--- src/rtl/stopwatch_pkg.sv ---
`default_nettype none
// ============================================================================
// stopwatch_pkg : shared state encoding, event indices and parameter defaults
// Rev 1.0 : initial release
// ============================================================================
package stopwatch_pkg;

  typedef enum logic [1:0] {
    ST_IDLE = 2'd0,
    ST_UP   = 2'd1,
    ST_DOWN = 2'd2,
    ST_OVF  = 2'd3
  } state_t;

  localparam int unsigned DEF_BASE_DIV  = 50000;
  localparam int unsigned DEF_MAX_COUNT = 9999;
  localparam int unsigned DEF_CW        = 15;

  // Bit positions of the conditioned button events
  localparam int unsigned EV_STOP = 0;
  localparam int unsigned EV_UP   = 1;
  localparam int unsigned EV_DOWN = 2;
  localparam int unsigned NUM_BTN = 3;

endpackage
`default_nettype wire

--- src/rtl/stopwatch_ctrl_if.sv ---
`default_nettype none
// ============================================================================
// stopwatch_ctrl_if : buttons/switches in, count/tick/LEDs out
// Rev 1.0 : initial release
// ============================================================================
interface stopwatch_ctrl_if
  import stopwatch_pkg::*;
#(
  parameter int unsigned CW = DEF_CW
);

  logic          btn_stop;
  logic          btn_up;
  logic          btn_down;
  logic          choose_clock;
  logic [3:0]    frequency;
  logic [CW-1:0] count;
  logic          tick;
  logic          led_counting_up;
  logic          led_counting_down;
  logic          led_counting_overflow;

  modport master (
    output btn_stop, btn_up, btn_down, choose_clock, frequency,
    input  count, tick, led_counting_up, led_counting_down, led_counting_overflow
  );

  modport slave (
    input  btn_stop, btn_up, btn_down, choose_clock, frequency,
    output count, tick, led_counting_up, led_counting_down, led_counting_overflow
  );

endinterface
`default_nettype wire

--- src/rtl/tick_prescaler.sv ---
`default_nettype none
// ============================================================================
// tick_prescaler : programmable period tick generator with restart
// Rev 1.0 : initial release
// ============================================================================
module tick_prescaler
  import stopwatch_pkg::*;
#(
  parameter int unsigned BASE_DIV = DEF_BASE_DIV
) (
  input  wire logic       clk,
  input  wire logic       reset,
  input  wire logic       restart,
  input  wire logic       choose_clock,
  input  wire logic [3:0] frequency,
  output logic            tick
);

  localparam int unsigned PW = $clog2(BASE_DIV * 16) + 1;

  logic [PW-1:0] cnt;
  logic [PW-1:0] freq_p1;
  logic [PW-1:0] period;
  logic [PW-1:0] period_m1;
  logic [PW-1:0] next_cnt;

  always_comb begin
    freq_p1   = PW'(frequency) + PW'(1);
    period    = choose_clock ? freq_p1 : PW'(BASE_DIV) * freq_p1;
    period_m1 = period - PW'(1);
    next_cnt  = (restart || (cnt >= period_m1)) ? '0 : cnt + PW'(1);
  end

  // tick is registered so that it is high exactly while cnt sits at the
  // terminal value; the count therefore steps one full period after restart.
  always_ff @(posedge clk or posedge reset) begin
    if (reset) begin
      cnt  <= '0;
      tick <= 1'b0;
    end else begin
      cnt  <= next_cnt;
      tick <= (next_cnt >= period_m1);
    end
  end

endmodule
`default_nettype wire

--- src/rtl/stopwatch_ctrl.sv ---
`default_nettype none
// ============================================================================
// stopwatch_ctrl : button-driven up/down count FSM with tick scheduling
// Rev 1.0 : initial release
// ============================================================================
module stopwatch_ctrl
  import stopwatch_pkg::*;
#(
  parameter int unsigned BASE_DIV  = DEF_BASE_DIV,
  parameter int unsigned MAX_COUNT = DEF_MAX_COUNT,
  parameter int unsigned CW        = DEF_CW
) (
  input wire logic        clk,
  input wire logic        reset,
  stopwatch_ctrl_if.slave bus
);

  localparam logic [CW-1:0] MAX_C = CW'(MAX_COUNT);
  localparam logic [CW-1:0] ONE_C = CW'(1);

  logic [NUM_BTN-1:0] btn_raw;
  logic [NUM_BTN-1:0] evt;
  logic               tick;
  logic               restart;

  state_t        state;
  state_t        next_state;
  logic [CW-1:0] count_q;
  logic [CW-1:0] next_count;
  logic          led_up;
  logic          led_down;
  logic          led_ovf;

  assign btn_raw[EV_STOP] = bus.btn_stop;
  assign btn_raw[EV_UP]   = bus.btn_up;
  assign btn_raw[EV_DOWN] = bus.btn_down;

  // Two-flop synchronizer, edge detector and a registered one-cycle event
  for (genvar i = 0; i < NUM_BTN; i++) begin : g_btn
    logic sync1;
    logic sync2;
    logic sync3;
    logic event_q;

    always_ff @(posedge clk or posedge reset) begin
      if (reset) begin
        sync1   <= 1'b0;
        sync2   <= 1'b0;
        sync3   <= 1'b0;
        event_q <= 1'b0;
      end else begin
        sync1   <= btn_raw[i];
        sync2   <= sync1;
        sync3   <= sync2;
        event_q <= sync2 & ~sync3;
      end
    end

    assign evt[i] = event_q;
  end

  tick_prescaler #(
    .BASE_DIV (BASE_DIV)
  ) u_prescaler (
    .clk          (clk),
    .reset        (reset),
    .restart      (restart),
    .choose_clock (bus.choose_clock),
    .frequency    (bus.frequency),
    .tick         (tick)
  );

  always_comb begin
    next_state = state;
    next_count = count_q;
    restart    = 1'b0;
    if (evt[EV_STOP]) begin
      next_state = ST_IDLE;
    end else if (evt[EV_UP]) begin
      next_state = ST_UP;
      restart    = 1'b1;
    end else if (evt[EV_DOWN]) begin
      // Down from IDLE at zero is refused so the count can never underflow
      if ((state != ST_IDLE) || (count_q != '0)) begin
        next_state = ST_DOWN;
        restart    = 1'b1;
      end
    end else if (tick) begin
      case (state)
        ST_UP, ST_OVF: begin
          if (count_q >= MAX_C) begin
            next_count = '0;
            next_state = ST_OVF;
          end else begin
            next_count = count_q + ONE_C;
          end
        end
        ST_DOWN: begin
          if (count_q <= ONE_C) begin
            next_count = '0;
            next_state = ST_IDLE;
          end else begin
            next_count = count_q - ONE_C;
          end
        end
        default: begin
          next_count = count_q;
        end
      endcase
    end
  end

  always_ff @(posedge clk or posedge reset) begin
    if (reset) begin
      state    <= ST_IDLE;
      count_q  <= '0;
      led_up   <= 1'b0;
      led_down <= 1'b0;
      led_ovf  <= 1'b0;
    end else begin
      state    <= next_state;
      count_q  <= next_count;
      led_up   <= (next_state == ST_UP) || (next_state == ST_OVF);
      led_down <= (next_state == ST_DOWN);
      led_ovf  <= (next_state == ST_OVF);
    end
  end

  assign bus.count                 = count_q;
  assign bus.tick                  = tick;
  assign bus.led_counting_up       = led_up;
  assign bus.led_counting_down     = led_down;
  assign bus.led_counting_overflow = led_ovf;

endmodule
`default_nettype wire

--- src/flat_wrapper.sv ---
// flat-port wrapper written by rule: the top's interface ports become plain ports
module stopwatch_ctrl_flat import stopwatch_pkg::*;
#(
  parameter int unsigned BASE_DIV  = DEF_BASE_DIV,
  parameter int unsigned MAX_COUNT = DEF_MAX_COUNT,
  parameter int unsigned CW        = DEF_CW
)
  (clk, reset, bus_btn_stop, bus_btn_up, bus_btn_down, bus_choose_clock, bus_frequency, bus_count, bus_tick, bus_led_counting_up, bus_led_counting_down, bus_led_counting_overflow);
  stopwatch_ctrl_if #(.CW(CW)) bus_i ();
  input wire logic clk;
  input wire logic reset;
  input wire logic [$bits(bus_i.btn_stop)-1:0] bus_btn_stop;
  input wire logic [$bits(bus_i.btn_up)-1:0] bus_btn_up;
  input wire logic [$bits(bus_i.btn_down)-1:0] bus_btn_down;
  input wire logic [$bits(bus_i.choose_clock)-1:0] bus_choose_clock;
  input wire logic [$bits(bus_i.frequency)-1:0] bus_frequency;
  output wire logic [$bits(bus_i.count)-1:0] bus_count;
  output wire logic [$bits(bus_i.tick)-1:0] bus_tick;
  output wire logic [$bits(bus_i.led_counting_up)-1:0] bus_led_counting_up;
  output wire logic [$bits(bus_i.led_counting_down)-1:0] bus_led_counting_down;
  output wire logic [$bits(bus_i.led_counting_overflow)-1:0] bus_led_counting_overflow;
  assign bus_i.btn_stop = bus_btn_stop;
  assign bus_i.btn_up = bus_btn_up;
  assign bus_i.btn_down = bus_btn_down;
  assign bus_i.choose_clock = bus_choose_clock;
  assign bus_i.frequency = bus_frequency;
  assign bus_count = bus_i.count;
  assign bus_tick = bus_i.tick;
  assign bus_led_counting_up = bus_i.led_counting_up;
  assign bus_led_counting_down = bus_i.led_counting_down;
  assign bus_led_counting_overflow = bus_i.led_counting_overflow;
  stopwatch_ctrl #(.BASE_DIV(BASE_DIV), .MAX_COUNT(MAX_COUNT), .CW(CW)) u_core (.clk(clk), .reset(reset), .bus(bus_i));
endmodule
--- config.mk ---
export PLATFORM = sky130hd
export DESIGN_NAME = stopwatch_ctrl_flat
export DESIGN_NICKNAME = d
export VERILOG_FILES = /design/src/rtl/stopwatch_pkg.sv /design/src/rtl/stopwatch_ctrl_if.sv /design/src/rtl/tick_prescaler.sv /design/src/rtl/stopwatch_ctrl.sv /design/src/flat_wrapper.sv
export SDC_FILE = /design/constraint.sdc
export NUM_CORES = 1
export LEC_CHECK = 0
export ABC_AREA = 1
export CORE_MARGIN = 2
export CORE_UTILIZATION = 40
export DETAILED_ROUTE_END_ITERATION = 12
export RECOVER_POWER = 50
export SYNTH_ARGS = -nofsm -noshare
export SYNTH_HDL_FRONTEND = slang
export SYNTH_SLANG_ARGS = --single-unit
--- constraint.sdc ---
create_clock -name clk -period 5.9 [get_ports clk]
set_input_delay 0.885 -clock clk [delete_from_list [all_inputs] [get_ports clk]]
set_output_delay 0.885 -clock clk [all_outputs]
set_load 0.02 [all_outputs]
Word level (Yosys, flattened, before mapping)
Index checks and enable logic that the tools add are counted.
Widths: inputs -> output; s select.
- bits of input ports: 10
- flip-flop bits (word level): 54
- add/subtract/negate cells: 5
- reductions and logical operators: 8
- magnitude comparators: 4
- multiplexer cells: 17
- $mul: 1
- equality and inequality tests: 6
- bitwise logic cells: 9
- operators by type and width (kind ; count):
    $ge 21x21->1 ; 2
    $mux 21 ; 2
    $mux 15 ; 2
    $pmux 15 s2 ; 1
    $add 21x1->21 const B ; 1
    $mul 12x21->17 const A ; 1
    $sub 21x1->21 const B ; 1
    $add 15x1->15 const B ; 1
    $ge 15x14->1 const B ; 1
    $le 15x1->1 const B ; 1
    $reduce_bool 15->1 ; 1
    $sub 15x1->15 const B ; 1
    $mux 2 ; 7
    $eq 2x2->1 const B ; 4
    $not 1->1 ; 6
    $add 4x1->5 const B ; 1
    $reduce_and 5->1 ; 1
    $eq 2x1->1 const B ; 2
    $mux 1 ; 4
    $pmux 2 s2 ; 1
    $reduce_bool 2->1 ; 2
    $and 1x1->1 ; 3
    $logic_or 1x1->1 ; 3
    $reduce_or 2->1 ; 1

Longest topological paths before layout
Gate-level depths: netlist of run 1.
- word-level depth: 9
- gate-level depth with buffers: 50
- depth with buffers taken out: 50

By module
From an unflattened synthesis of run 1, not the netlist that was laid out.
- cell total of the unflattened synthesis: 826
- area total of the unflattened synthesis: 5860.6 um^2
- by module, submodules not included (module ; cells an instance ; times used ; sequential area each (um^2) ; area an instance (um^2)):
    tick_prescaler ; 522 ; 1 ; 550.5 ; 3707.3
    stopwatch_ctrl ; 304 ; 1 ; 775.7 ; 2153.3

Least setup slack after synthesis of run 1
No wires, ideal clock.
- path type: input to register
- start: input bus_frequency[0]
- end: register u_core.u_prescaler.tick
- data arrival time: 6.104 ns
- slack: -0.323 ns
- stages on the path: 43
- path buffers: 0
- data required time: 5.781 ns
- cell sequence: ha_1 > inv_1 > nand2_1 > and2_4 > ha_1 > xor2_1 > ha_1 > ha_1 > ha_1 > nand3_1 > nand2_1 > nand2_1 > nand3_1 > nand2_1 > nor3_2 > nand2_1 > nor3b_2 > xor2_1 > [7 not listed] > nand2_1 > inv_1 > nand2_2 > nand2_4 > nor3b_1 > ha_1 > a21oi_1 > o21ai_0 > o21ai_0 > nand4_1 > nand2_1 > nand2_1 > nand2_1 > nand3_1 > nand3_1 > inv_1 > nand2_1 > nand2_1
- longest elaborated chain between the ends: 8
- RTL lines (what ; line ; source):
    start, declared ; flat_wrapper.sv:16 ; input wire logic [$bits(bus_i.frequency)-1:0] bus_frequency;
    $add 4x1->5 (*) ; tick_prescaler.sv:28 ; freq_p1 = PW'(frequency) + PW'(1);
    $mul 12x21->17 ; tick_prescaler.sv:29 ; period = choose_clock ? freq_p1 : PW'(BASE_DIV) * freq_p1;
    $mux 21 (*) ; tick_prescaler.sv:29 ;
    $sub 21x1->21 (*) ; tick_prescaler.sv:30 ; period_m1 = period - PW'(1);
    $ge 21x21->1 (*) ; tick_prescaler.sv:31 ; next_cnt = (restart || (cnt >= period_m1)) ? '0 : cnt + PW'(1);
    $logic_or 1x1->1 (*) ; tick_prescaler.sv:31 ;
    $mux 21 (*) ; tick_prescaler.sv:31 ;
    named net u_core.u_prescaler.next_cnt[2] ; tick_prescaler.sv:25 ; logic [PW-1:0] next_cnt;
    $ge 21x21->1 (*) ; tick_prescaler.sv:42 ; tick <= (next_cnt >= period_m1);
    end signal, assigned ; tick_prescaler.sv:42 ;
    end, declared ; tick_prescaler.sv:16 ; output logic tick
Mark *: on every way through the listed nets, which the timed path passes. The rest lies on a longest branch.
A chain may end at the register's enable or synchronous reset.

Worst setup path after layout of run 1
Ends and elaborated chain as after synthesis.

==> results.rst, run 1 <==
.. list-table::
   :header-rows: 1

   * - Metric
     - Value
   * - Number of antenna violations at the first check in global routing
     - 0
   * - PnR Total Power
     - 1.71 mW
   * - TritonRoute pass-1 iters
     - 5
   * - Largest net degree at the start of global routing
     - 54
   * - Core footprint
     - about 13000 µm²
   * - Post-detailed-route wirelength per cell
     - ~13 µm
   * - Number of standard cells in the final layout excluding fillers
     - 1072
   * - Async set or reset register ratio after synthesis
     - 1.00
   * - Internal power of the cells
     - 1000 µW
   * - Worst clock skew
     - 0.00680 ns
   * - Number of sinks on the clock net
     - 53
   * - Via count of the routed design
     - between 5000 and 6000
   * - Total Routing Usage GR
     - 0.200
   * - Clock buffer count from CTS
     - 5
   * - Instance count of the mapped netlist
     - roughly 750
   * - Power Density
     - approximately 240 nW/µm²
   * - Post-route DRC
     - 0
   * - Number of inserted diodes
     - 0
   * - End of the worst hold path
     - u_core.g_btn[2].sync2
   * - Worst-Skew Late Latency
     - ~0.3 ns
   * - Total number of placement rows
     - 42
   * - Average vias per placed instance
     - 4.91
   * - Congestion Overflow GR
     - 0
   * - Area of the mapped netlist
     - around 5300 µm²
   * - Maximum fanout count along the critical path
     - 7
   * - CTS max path bufs
     - 2
   * - Final hold violations
     - 0
   * - Switching Share
     - 0.415
   * - Top-Level Pins
     - 29
   * - Cell class contributing the biggest share of worst-path delay
     - simple AND/OR/NAND/NOR gates
   * - Nets
     - about 980
   * - Total instance count after detailed placement
     - 1050
   * - Status
     - finished with violations
   * - Critical path start-end classification
     - primary input to register
   * - Worst-case register-to-register setup slack
     - roughly 2.2 ns
   * - Total length of routed met2 wires
     - 6.67 mm
   * - Yosys warns
     - 0
   * - Clock edge transition at the registers on the reported setup and hold paths
     - about 0.080 ns
   * - Library cell contributing the largest single delay on the critical path
     - ha_1
   * - Sequential cell area fraction in the yosys report
     - 0.249
   * - Hold Path Stages
     - 0
   * - Critical Path Source Type
     - primary input
   * - DIE WIDTH
     - about 120 µm
   * - Final setup fails
     - 1
   * - Relative contribution of the clock network to total power
     - 0.183
   * - Crit share post-route
     - 1.06
   * - Hold wc startpoint
     - u_core.g_btn[2].sync1
   * - Via count of the first global-routing pass
     - around 5100
   * - Mean Syn Cell Area
     - slightly above 7 µm²
   * - Met1 routed wirelength after detailed routing
     - 6.71 mm
   * - Endpoint of the most critical register-to-register path
     - u_core.u_prescaler.tick
   * - Failing checks
     - max-capacitance violations, max-slew violations, negative setup slack
   * - Vertical extent of the die
     - approximately 120 µm
   * - Signal arrival time at the worst endpoint
     - 6.45 ns
   * - Area of the die
     - about 14000 µm²
   * - Detailed placement HPWL
     - ~11 mm
   * - Synthesized netlist net count
     - about 840
   * - Min setup slack post-route
     - -0.365 ns
   * - Starting density of the core
     - 0.406
   * - Uppermost layer routed
     - met4
   * - Clock tree root driver cell
     - clkbuf_16
   * - CP bufs+invs
     - 7
   * - Min Hold Slack
     - between 0.3 and 0.4 ns
   * - Slew at the pin closest to its max-slew limit
     - between 2 and 3 ns
   * - Drt first-iter violations
     - 408
   * - Rel. slew slack
     - -0.986
   * - Primary FF master, synth
     - dfrtp_1
   * - Logic gate share of total power
     - 0.567
   * - Crit path capture type
     - register
   * - Synth cell types
     - 47
   * - Period minus WS final
     - roughly 6.3 ns
   * - Final count of pins violating max slew
     - 54
   * - Fraction of layout cells with a size suffix above 1
     - 0.265
   * - Max rail drop VDD
     - ~0.11 mV
   * - Sequential share of power
     - 0.250
   * - # port buffers
     - 28
   * - Max frequency
     - 160 MHz
   * - Number of enable flip-flop cells after synthesis
     - 0
   * - Relative area change from synthesis to final layout
     - 36.3%
   * - Number of storage elements in the synthesis netlist
     - 53
   * - Final estimated routing congestion in global placement
     - ~0.89
   * - Depth of the CTS H-tree
     - 2
   * - Critical R2R Launch
     - u_core.bus.count[0]
   * - Drt total wl
     - between 10 and 15 mm
   * - # Max-Cap Violations
     - 1
   * - Number of cells traversed by the worst register-to-register path
     - 25
   * - Leakage power total
     - around 3.7 nW
   * - Data required time of the critical path
     - roughly 6 ns
   * - First-pass GRT wire length
     - 23.7 mm
   * - Hold Path Class
     - register to register
   * - Total length of routed met3 wires
     - between 400 and 500 µm
   * - RSZ-0062 raised after global routing
     - yes
   * - Largest stage delay on the critical path
     - roughly 0.34 ns
   * - CP most frequent cell
     - nand2_1
   * - NetSw
     - between 700 and 800 µW
   * - Clock tree from TritonCTS
     - done
   * - Number of nets with antenna violations after routing
     - 0
   * - Number of hold buffers added after cts
     - 0
cells in the mapped netlist (all sizes together), types with 3 or more instances:
cell type	instances	area [µm²]
a21o	3	22.5
a21oi	33	173
a31oi	5	31.3
buf	5	43.8
dfrtp	53	1330
ha	76	951
inv	121	457
nand2	171	694
nand3	64	340
nand3b	3	22.5
nand4	16	100
nor2	95	407
nor3	10	55.1
nor3b	9	72.6
nor4	6	43.8
o21ai	29	153
or2	5	31.3
xnor2	8	70.1
xor2	23	201
sequential cells by signal (all words and copies together) (netlist names):
register	cells
u_core.bus.count	15
u_core.bus.led_counting_down	1
u_core.bus.led_counting_overflow	1
u_core.bus.led_counting_up	1
u_core.g_btn.event_q	3
u_core.g_btn.sync1	3
u_core.g_btn.sync2	3
u_core.g_btn.sync3	3
u_core.state	1
u_core.u_prescaler.cnt	21
u_core.u_prescaler.tick	1
cell families (layout without fill, tap and decap cells):
kind of cell,after synthesis,after routing,share of synthesized area
AO/OA/AOI/OAI,80,80,0.0869
XOR/XNOR,31,31,0.0510
flip-flops,53,53,0.249
AND/OR/NAND/NOR,382,383,0.336
buffers and inverters,128,272,0.0954
adder cells (fa/ha/maj),77,77,0.182
layer usage:
| metal | global-route usage | vias up |
|---|---|---|
| li1 | - | 2733 |
| met1 | 0.274 | 2421 |
| met2 | 0.334 | 87 |
| met3 | 0.0249 | 19 |
| met4 | 0.0529 | 0 |
| met5 | 0 | - |
layout make-up:
cell class	instances	area, µm²
clock buffers	5	125
clock inverters	3	28.8
fillers	1235	5880
inverters	121	457
multi-input cells	571	3960
flip-flops and latches	53	1330
well taps	176	220
repair buffers	143	1150
per-stage QoR:
step	worst slack (ns)	cell area [µm²]	setup TNS (ns)	util
floorplan	-0.0413	5440	-0.0413	-
global placement	-1.20	6660	-1.28	0.507
detailed placement	-1.31	6660	-2.50	0.507
CTS	-0.236	7090	-0.236	0.540
global route	-0.729	7260	-0.729	0.553
finish	-0.365	7260	-0.365	0.553
power groups by stage:
stage	combinational, mW	sequential (mW)	clock, mW
detailed placement	0.857	0.434	0
CTS	0.921	0.426	0.323
finish	0.969	0.426	0.313
global placement	0.838	0.432	0
floorplan	0.522	0.439	0
global route	1.07	0.432	0.339
placed cells by master, fill, tap and decap left out, drive strengths merged:
master / Yosys / final
dlygate4sd3: 0 / 4
or2: 5 / 5
o311ai: 1 / 1
o31ai: 2 / 2
a21o: 3 / 3
a31oi: 5 / 5
xnor2: 8 / 8
nor3: 10 / 10
fa: 1 / 1
clkinv: 0 / 2
xor2: 23 / 23
o21ai: 29 / 29
and2: 2 / 2
nand4: 16 / 16
ha: 76 / 76
nand3: 64 / 64
o211ai: 1 / 1
buf: 5 / 118
clkdlybuf4s50: 0 / 20
dfrtp: 53 / 53
a22oi: 2 / 2
nor4: 6 / 6
o22ai: 1 / 1
and3: 1 / 1
o21bai: 1 / 1
a21oi: 33 / 33
clkbuf: 2 / 6
nor2: 95 / 95
nor3b: 9 / 9
a211oi: 2 / 2
inv: 121 / 122
nand2: 171 / 172
nand3b: 3 / 3
how the worst max path moves through the flow:
stage | depth (start not counted) | endpoint | startpoint | slack [ns]
2_1_floorplan | 45 | u_core.u_prescaler.tick | bus_frequency[0] | -0.04
3_3_place_gp | 43 | u_core.u_prescaler.tick | bus_frequency[0] | -1.20
3_5_place_dp | 43 | u_core.u_prescaler.tick | bus_frequency[0] | -1.31
4_1_cts | 46 | u_core.u_prescaler.tick | bus_frequency[1] | -0.24
5_1_grt | 46 | u_core.u_prescaler.tick | bus_frequency[1] | -0.73
6_report | 46 | u_core.u_prescaler.tick | bus_frequency[0] | -0.37
repair_timing:
item	4_1_cts	5_1_grt
pin swaps	39	20
gates resized for setup	57	24
buffers inserted	9	4
cloned	1	0
setup endpoints to repair	1	1
Power figures use the tool's default switching activity.
==> inputs of run 2 (changes only) <==
--- a/config.mk
+++ b/config.mk
@@ -5,11 +5,11 @@
 export SDC_FILE = /design/constraint.sdc
 export NUM_CORES = 1
 export LEC_CHECK = 0
-export ABC_AREA = 1
 export CORE_MARGIN = 2
 export CORE_UTILIZATION = 40
 export DETAILED_ROUTE_END_ITERATION = 12
 export RECOVER_POWER = 50
+export SLEW_MARGIN = 10
 export SYNTH_ARGS = -nofsm -noshare
 export SYNTH_HDL_FRONTEND = slang
 export SYNTH_SLANG_ARGS = --single-unit
==> run 2 against run 1 <==
Against the previous run: the run still ends with max-capacitance violations, max-slew violations, negative setup slack left; synthesized cell count shrank 24%; first-iteration DRC count shrank 48%; sequential cell count unchanged; worst setup slack lost 0.72 ns; area after synthesis fell by 7.7%; die area decreased by 7.5%; clock-buffer cell count is the same; non-clock buffer count increased by 19; via count decreased by 9.6%; cell area down 1.6%; clock power rose by 12%; maximum frequency shrank 10%; critical path type unchanged; critical endpoint unchanged.
==> results.rst, run 2 <==
.. list-table::
   :header-rows: 1

   * - Metric
     - Value
   * - Fraction of layout cells with a size suffix above 1
     - 0.316 (+0.0519)
   * - Nets
     - 813 (-17%)
   * - Vertical extent of the die
     - 115 µm (-3.8%)
   * - # Max-Cap Violations
     - 1 (unchanged)
   * - Number of inserted diodes
     - 0 (unchanged)
   * - Post-detailed-route wirelength per cell
     - 15.2 µm (+16%)
   * - Critical R2R Launch
     - u_core.bus.count[9]
   * - First-pass GRT wire length
     - 22.0 mm (-7.1%)
   * - Critical Path Source Type
     - primary input
   * - Post-synthesis share of cell area spent on and, or, nand and nor gates
     - 0.222 (-0.113)
   * - Final setup fails
     - 6 (+5)
   * - Relative area change from synthesis to final layout
     - 45.4%
   * - Signal arrival time at the worst endpoint
     - 7.16 ns (+0.71 ns)
   * - RSZ-0062 raised after global routing
     - yes
   * - Average vias per placed instance
     - 5.44 (+11%)
   * - Number of hold buffers added after cts
     - 0 (unchanged)
   * - Worst clock skew
     - 0.00908 ns (+0.00229 ns)
   * - CTS max path bufs
     - 2 (unchanged)
   * - Number of storage elements in the synthesis netlist
     - 53 (unchanged)
   * - Period minus WS final
     - 6.98 ns (+0.719 ns)
   * - Share of the synthesized area in compound gates (AO/OA/AOI/OAI)
     - 0.176 (+0.0890)
   * - Detailed placement HPWL
     - 10.0 mm (-8.9%)
   * - Max rail drop VDD
     - 0.141 mV (+26%)
   * - Clock tree root driver cell
     - clkbuf_16
   * - Clock buffer count from CTS
     - 5 (unchanged)
   * - Fraction of synthesized area in multiplexers
     - 0.0102 (+0.0102)
   * - Synth top cells by count
     - nor2_1 (80), ha_1 (76), dfrtp_1 (53), o21ai_0 (34), a21oi_1 (32)
   * - Largest register FFs
     - 21 (unchanged)
   * - Maximum fanout count along the critical path
     - 6 (-1)
   * - Depth of the CTS H-tree
     - 2 (unchanged)
   * - Synth cell types
     - 60 (+28%)
   * - Library cell contributing the largest single delay on the critical path
     - fa_1
   * - DIE WIDTH
     - 115 µm (-3.8%)
   * - Commonest non-fill, non-tap cell in the layout
     - buf_4
   * - Top area cells in the synthesized netlist
     - dfrtp_1 (27%), ha_1 (19%), nor2_1 (6.1%)
   * - Mean Syn Cell Area
     - 8.61 µm² (+21%)
   * - Largest stage delay on the critical path
     - 0.54 ns (+0.20 ns)
   * - Commonest cells after routing, fill and taps aside
     - buf_4 (123), nor2_1 (63), dfrtp_1 (53)
   * - CP bufs+invs
     - 7 (unchanged)
   * - Data required time of the critical path
     - 6.07 ns (-0.02 ns)
   * - Power Density
     - 223 nW/µm² (-5.4%)
   * - Clock tree from TritonCTS
     - done
   * - Drt first-iter violations
     - 211 (-48%)
   * - Leakage power total
     - 3.25 nW (-12%)
   * - Main combinational cell family by area after synthesis
     - simple AND/OR/NAND/NOR gates
   * - Total number of placement rows
     - 40 (-4.8%)
   * - Clock edge transition at the registers on the reported setup and hold paths
     - 0.07 ns (about the same)
   * - Instance count of the mapped netlist
     - 571 (-24%)
   * - Number of antenna violations at the first check in global routing
     - 0 (unchanged)
   * - Core footprint
     - 12000 µm² (-8.6%)
   * - Via count of the first global-routing pass
     - 4662 (-7.8%)
   * - Worst-Skew Late Latency
     - 0.30 ns (about the same)
   * - Yosys warns
     - 0 (unchanged)
   * - Rel. slew slack
     - -0.939 (+0.0467)
   * - Number of nets with antenna violations after routing
     - 0 (unchanged)
   * - Slew at the pin closest to its max-slew limit
     - 2.91 ns (-0.0701 ns)
   * - Count of fill cells added during filler insertion
     - 1047 (-15%)
   * - Final-layout setup total negative slack
     - -1.51 ns (-1.14 ns)
   * - Cell with the most instances after synthesis
     - nor2_1
   * - Crit path capture type
     - register
   * - Total Routing Usage GR
     - 0.202 (+0.00192)
   * - Top-Level Pins
     - 29 (unchanged)
   * - Hold wc startpoint
     - u_core.g_btn[2].sync1
   * - Critical path start-end classification
     - primary input to register
   * - Failing checks
     - max-capacitance violations, max-slew violations, negative setup slack
   * - Launch point of the critical path
     - bus_frequency[1]
   * - Number of enable flip-flop cells after synthesis
     - 0 (unchanged)
   * - Max frequency
     - 143 MHz (-10%)
   * - Final estimated routing congestion in global placement
     - 0.861 (-3.6%)
   * - Worst setup slack after placement
     - -1.88 ns (-0.566 ns)
   * - Final hold violations
     - 0 (unchanged)
   * - Number of sinks on the clock net
     - 53 (unchanged)
   * - Via count of the routed design
     - 4756 (-9.6%)
   * - Status
     - finished with violations
   * - Top cell type by total area after synthesis
     - dfrtp_1
   * - Min Hold Slack
     - 0.356 ns (+0.00421 ns)
   * - Synthesized netlist net count
     - 658 (-21%)
   * - Crit share post-route
     - 1.18 (+0.122)
   * - Largest net degree at the start of global routing
     - 54 (unchanged)
   * - Post-synth top area share
     - 0.270 (+0.0208)
   * - Drt total wl
     - 13.3 mm (-5.5%)
   * - Area of the die
     - 13200 µm² (-7.5%)
   * - Sequential cell area fraction in the yosys report
     - 0.270 (+0.0208)
   * - CP most frequent cell
     - o21ai_1
   * - Min setup slack post-route
     - -1.08 ns (-0.719 ns)
   * - # port buffers
     - 28 (unchanged)
   * - Register containing the most flip-flops in the final layout
     - u_core.u_prescaler.cnt
   * - Xor/xnor share of the synthesized area
     - 0.0926 (+0.0417)
   * - Post-route DRC
     - 0 (unchanged)
   * - Starting density of the core
     - 0.409 (+0.00375)
   * - Final count of pins violating max slew
     - 54 (unchanged)
   * - Cell class contributing the biggest share of worst-path delay
     - compound AO/OA/AOI/OAI gates
   * - Area of the mapped netlist
     - 4920 µm² (-7.7%)
   * - Hold Path Class
     - register to register
   * - Async set or reset register ratio after synthesis
     - 1.00 (unchanged)
   * - Congestion Overflow GR
     - 0 (unchanged)
   * - TritonRoute pass-1 iters
     - 4 (-1)
   * - Primary FF master, synth
     - dfrtp_1
   * - Adder-cell share of the synthesized area
     - 0.198 (+0.0153)
run 2: path summary, 6_finish.rpt:
check,endpoint,slack (ns),cells past startpoint
max,u_core.u_prescaler.tick,-1.08,34
min,u_core.g_btn[2].sync2,0.36,0
max reg2reg,u_core.u_prescaler.tick,1.76,19
min reg2reg,u_core.g_btn[2].sync2,0.36,0
max in group asynchronous,u_core.bus.count[2],2.13,3
min in group asynchronous,u_core.u_prescaler.cnt[5],2.14,3
run 2: cell type report:
cell class	instances	area (µm²)	share of cell area
clock buffers	5	125	0.0175
clock inverters	3	50.0	0.00700
inverters	22	88.8	0.0124
multi-input cells	482	4030	0.563
flip-flops and latches	53	1330	0.186
well taps	147	184	0.0257
repair buffers	162	1350	0.188
run 2: worst reg2reg max path, delay by kind of cell, from the launching register on:
kind | cells | cell delay, ns
AO/OA/AOI/OAI | 10 | 1.49
adder cells (fa/ha/maj) | 1 | 0.22
buffers and inverters | 3 | 0.43
flip-flops | 1 | 0.44
AND/OR/NAND/NOR | 5 | 1.43
run 2: kinds of logic (layout without fill, tap and decap cells):
logic type,Yosys count,count (layout)
compound gates,131,131
mux,4,4
simple gates,218,218
buf+inv,36,192
xor+xnor,52,52
fa+ha+maj,77,77
flops,53,53
run 2: through the flow:
step                       util  power, mW  instance area, µm²  instances
after floorplan               -      0.849                5240        571
after global placement    0.542       1.13                6510        848
after detailed placement  0.542       1.15                6510        848
after CTS                 0.577       1.55                6930        871
after global routing      0.595       1.70                7150        874
final                     0.595       1.59                7150        874
run 2: routing by layer:
metal | part of all wire | up-vias | global-route usage
met4 | 0.012 | 0 | 0.0378
met5 | 0 | - | 0
met3 | 0.030 | 17 | 0.0285
met2 | 0.46 | 79 | 0.318
met1 | 0.50 | 2284 | 0.299
li1 | - | 2376 | -
run 2: power breakdown:
part	internal (mW)	total [mW]	switching (mW)	leakage (nW)
registers	0.381	0.404	0.0231	0.709
logic	0.442	0.836	0.394	2.46
clock network	0.204	0.352	0.147	0.0859
total	1.03	1.59	0.565	3.25
run 2: timing repair:
item / CTS / global route
pin swaps: 31 / 43
cloned: 0 / 0
setup endpoints to repair: 22 / 20
gates resized for setup: 34 / 49
buffers inserted: 15 / 5
==> RTL change 1: new RTL, settings of run 1 <==
The package constant `DEF_BASE_DIV` goes from 50000 to 100000.
--- a/src/rtl/stopwatch_pkg.sv
+++ b/src/rtl/stopwatch_pkg.sv
@@ -12,7 +12,7 @@
     ST_OVF  = 2'd3
   } state_t;
 
-  localparam int unsigned DEF_BASE_DIV  = 50000;
+  localparam int unsigned DEF_BASE_DIV  = 100000;
   localparam int unsigned DEF_MAX_COUNT = 9999;
   localparam int unsigned DEF_CW        = 15;
 
Function: same outputs for any inputs over 10 cycles, from zero or initial values and one cycle with reset high; that may be too few to reach the edited logic, so the function may still have changed.
==> RTL change 1 against run 1 <==
The flow still finishes with violations (capacitance limit, slew limit, setup timing); worst setup slack improved by 0.35 ns; die area rose by 6.4%; via count rose by 14%; synthesized area rose by 6.6%; sequential cell count rose by 1; hold slack got worse by 0.0011 ns; clock power shrank 5%; wire length increased by 20%; total power rose by 1.0%; cell area grew 15%; critical endpoint unchanged.
==> RTL change 1: results <==
[run_status]
status = "finished, violations left"
violations = "capacitance limit, slew limit, setup timing"

[finish]
nets = 1070
largest_reg_flops = 22
drive_gt1_share_pct = 34.7

[synthesis]
ys_seq_area_share_pct = 23.8
synth_common_cells = "nand2_1 (194), inv_1 (109), nor2_1 (107)"
syn_nets = 911
synth_cell_types = 48
synth.area.top_cells = "dfrtp_1 (24%), ha_1 (18%), nand2_1 (13%)"

[timing]
setup_tns_ns = -0.0123
tightest_slew_ns = 2.99
setup_viol = 1
worst_slack_ns = -0.0123
slew_violations = 55
clock-skew-final_ns = 0.00668

[global_route]
groute.usage.overall_pct = 21.8
grt_pass1_wl_mm = 26.3
grt_pass1_vias = 5608
grt_max_degree = 55
antenna_found_initial = 0

[place]
io_buffers = 28
gp_congestion = 0.925
hpwl_mm = 11.8
placed_area_um2 = 6810

[power_and_ir_drop]
peakVddDrop_v = 0.000152
p_leak_nw = 4.10

[critical_path]
path_max_fanout = 6
cpPeakStageDelay_ns = 0.33
r2r_cells = 20
critical_path_arrival_ns = 6.08
critPathSlowestCell = "ha_4"

[routing]
drtIter0Drc = 293
drt-vias-per-instance = 5.16
wl_per_cell_um = 14.5

[clock_network]
numCtsBuffers = 5
htree_levels = 2
clock-root-buffer = "clkbuf_16"
ctsLongestPathBuffers = 2

[flow_run]
drv_cap = 1
[RTL change 1: cell types whose count changed in the layout (fill, tap and decap cells not counted), sizes merged, moves of 7 or more]
cell   delta
nand2    +29
nor2     +19
buf      +15
nor3      +9
nand3     +8
nor3b     -8
inv       -7
[RTL change 1: layout make-up]
type                       instances  area [um2]
inverter                         117         464
tap                              180         225
fill                            1242        5500
sequential                        54        1350
multi-input combinational        641        4830
clock inverter                     2        13.8
timing repair buffer             160        1370
clock buffer                       6         129
[RTL change 1: power by group]
group          total (mW)  switching [mW]  internal, mW
combinational        1.02           0.546         0.471
sequential          0.412          0.0233         0.389
clock               0.297           0.139         0.158
[RTL change 1: logic make-up (layout without fill, tap and decap cells)]
logic type,count (synthesis),after routing,synth area share (%)
adders and majority gates,81,81,18.0
xor gates and xnor gates,34,34,5.38
buffers and inverters,125,285,8.75
AOI/OAI and AO/OA,82,82,8.09
DFF,54,54,23.8
and+or+nand+nor,444,444,36.0
[RTL change 1: through the flow]
stage | hold WS, ns | setup WS (ns) | instances
2_1_floorplan | 0.331 | 0.205 | 820
3_3_place_gp | 0.333 | -0.974 | 1109
3_5_place_dp | 0.337 | -0.997 | 1109
4_1_cts | 0.353 | 0.00209 | 1160
5_1_grt | 0.358 | -0.296 | 1160
6_report | 0.350 | -0.0123 | 1160
[RTL change 1: what timing repair did]
| action | 4_1_cts | 5_1_grt |
|---|---|---|
| cloned | 3 | 0 |
| gates resized for setup | 97 | 146 |
| endpoints found under the setup margin | 1 | 1 |
| pin swaps | 61 | 103 |
| buffers inserted | 41 | 6 |
[RTL change 1: final timing paths]
path                                                       from                                   to  slack, ns
worst max-delay path                           bus_frequency[0]    u_core.u_prescaler.tick$_DFF_PP0_      -0.01
worst min-delay path            u_core.g_btn[2].sync1$_DFF_PP0_      u_core.g_btn[2].sync2$_DFF_PP0_       0.35
worst max register to register  u_core.bus.count[0]$_DFFE_PP0P_    u_core.u_prescaler.tick$_DFF_PP0_       2.61
worst min register to register  u_core.g_btn[2].sync1$_DFF_PP0_      u_core.g_btn[2].sync2$_DFF_PP0_       0.35
max in group asynchronous                                 reset  u_core.u_prescaler.cnt[4]$_DFF_PP0_       2.05
min in group asynchronous                                 reset      u_core.g_btn[2].sync1$_DFF_PP0_       2.16
[RTL change 1: metal layers]
metal / share of wire [%] / track usage [%] / up-vias
met4: 3.2 / 7.10 / 0
met5: 0 / 0 / -
li1: - / - / 2998
met2: 53 / 42.2 / 126
met1: 41 / 24.9 / 2826
met3: 2.2 / 1.98 / 40
==> RTL change 2: new RTL, settings of run 1 <==
Made on the original files. The 4 states of `state_t` get a one-hot encoding in 4 bits.
--- a/src/rtl/stopwatch_pkg.sv
+++ b/src/rtl/stopwatch_pkg.sv
@@ -5,11 +5,11 @@
 // ============================================================================
 package stopwatch_pkg;
 
-  typedef enum logic [1:0] {
-    ST_IDLE = 2'd0,
-    ST_UP   = 2'd1,
-    ST_DOWN = 2'd2,
-    ST_OVF  = 2'd3
+  typedef enum logic [3:0] {
+    ST_IDLE = 4'b0001,
+    ST_UP   = 4'b0010,
+    ST_DOWN = 4'b0100,
+    ST_OVF  = 4'b1000
   } state_t;
 
   localparam int unsigned DEF_BASE_DIV  = 50000;
Formal check against the unedited RTL: no difference found for any inputs over 10 cycles, from zero or initial values and one cycle with reset high; not proved beyond that.
==> RTL change 2 against run 1 <==
The flow still finishes with violations (capacitance limit, slew limit, setup timing); cell area rose by 4.9%; synthesized area rose by 3.4%; core utilization rose by 1.8 points; non-clock buffer count rose by 16; wire length rose by 2.6%; sequential share of layout area rose by 0.15 points; cell count rose by 3.3%; die area rose by 3.3%; critical path depth rose by 5; worst setup slack got worse by 0.060 ns; sequential cell count rose by 3; count of clock-buffer cells in the layout did not move; total power fell by 11%; critical path type unchanged; highest routed layer unchanged.
==> RTL change 2: results <==
[place]
placed_area_um2 = 6820
gp_congestion = 0.944
hpwl_mm = 11.0

[global_route]
use_met1_pct = 24.1
grt_pass1_wl_mm = 23.8
groute.usage.overall_pct = 19.8
grt_pass1_vias = 5299
use_met2_pct = 36.4
use_met3_pct = 2.58

[run_status]
status = "finished, violations left"
violations = "capacitance limit, slew limit, setup timing"

[routing]
m1WireLength_mm = 6.46
met2_wirelength_mm = 7.43
route.met3.wl_um = 333
wl_mm = 14.4
first_pass_iters = 4
drt-vias-per-instance = 5.01

[synthesis]
synth-adder-area-share_pct = 17.6
syn_nets = 861
synth_xor_area_share_pct = 6.52
synth_cell_types = 44
synth.area.top_cells = "dfrtp_1 (25%), ha_1 (17%), nand2_1 (12%)"

[critical_path]
critical_path_arrival_ns = 6.53
r2r_setup_slack_ns = 2.00
regToRegStartpoint = "u_core.u_prescaler.cnt[1]$_DFF_PP0_"
path_max_fanout = 8

[flow_run]
drv_cap = 1

[timing]
slew_violations = 57
max_slew_margin_pct = -107
setup_viol = 1
setup_tns_ns = -0.426
clock-skew-final_ns = 0.0104
worst_slack_ns = -0.426

[finish]
nets = 1017

[power_and_ir_drop]
peakVddDrop_v = 0.000141
swShare_pct = 38.3
pg_clk_mw = 0.326
## RTL change 2: changes by cell type after synthesis, moves of 5 or more
cell      change
a21oi_1       +8
a32oi_1       +5
clkbuf_1      +5
nand2_1      +18
nor2_1       -14
nor3_1        +5
xor2_1        +8
## RTL change 2: repair_timing
action | CTS | global route
resized for setup | 63 | 56
endpoints found under the setup margin | 1 | 1
setup buffers | 20 | 6
gates cloned | 0 | 0
pin swaps | 45 | 58
## RTL change 2: area by class of cell
| class | count | area, um2 |
|---|---|---|
| sequential | 56 | 1400 |
| timing repair buffer | 159 | 1290 |
| clock inverter | 3 | 27.5 |
| tap | 176 | 220 |
| fill | 1253 | 5730 |
| multi-input combinational | 592 | 4120 |
| inverter | 116 | 435 |
| clock buffer | 5 | 125 |
## RTL change 2: stage by stage
stage                     total power, mW  std cells
after floorplan                     0.805        774
after global placement               1.06       1073
after detailed placement             1.07       1073
after CTS                            1.46       1101
after global routing                 1.64       1107
final                                1.53       1107
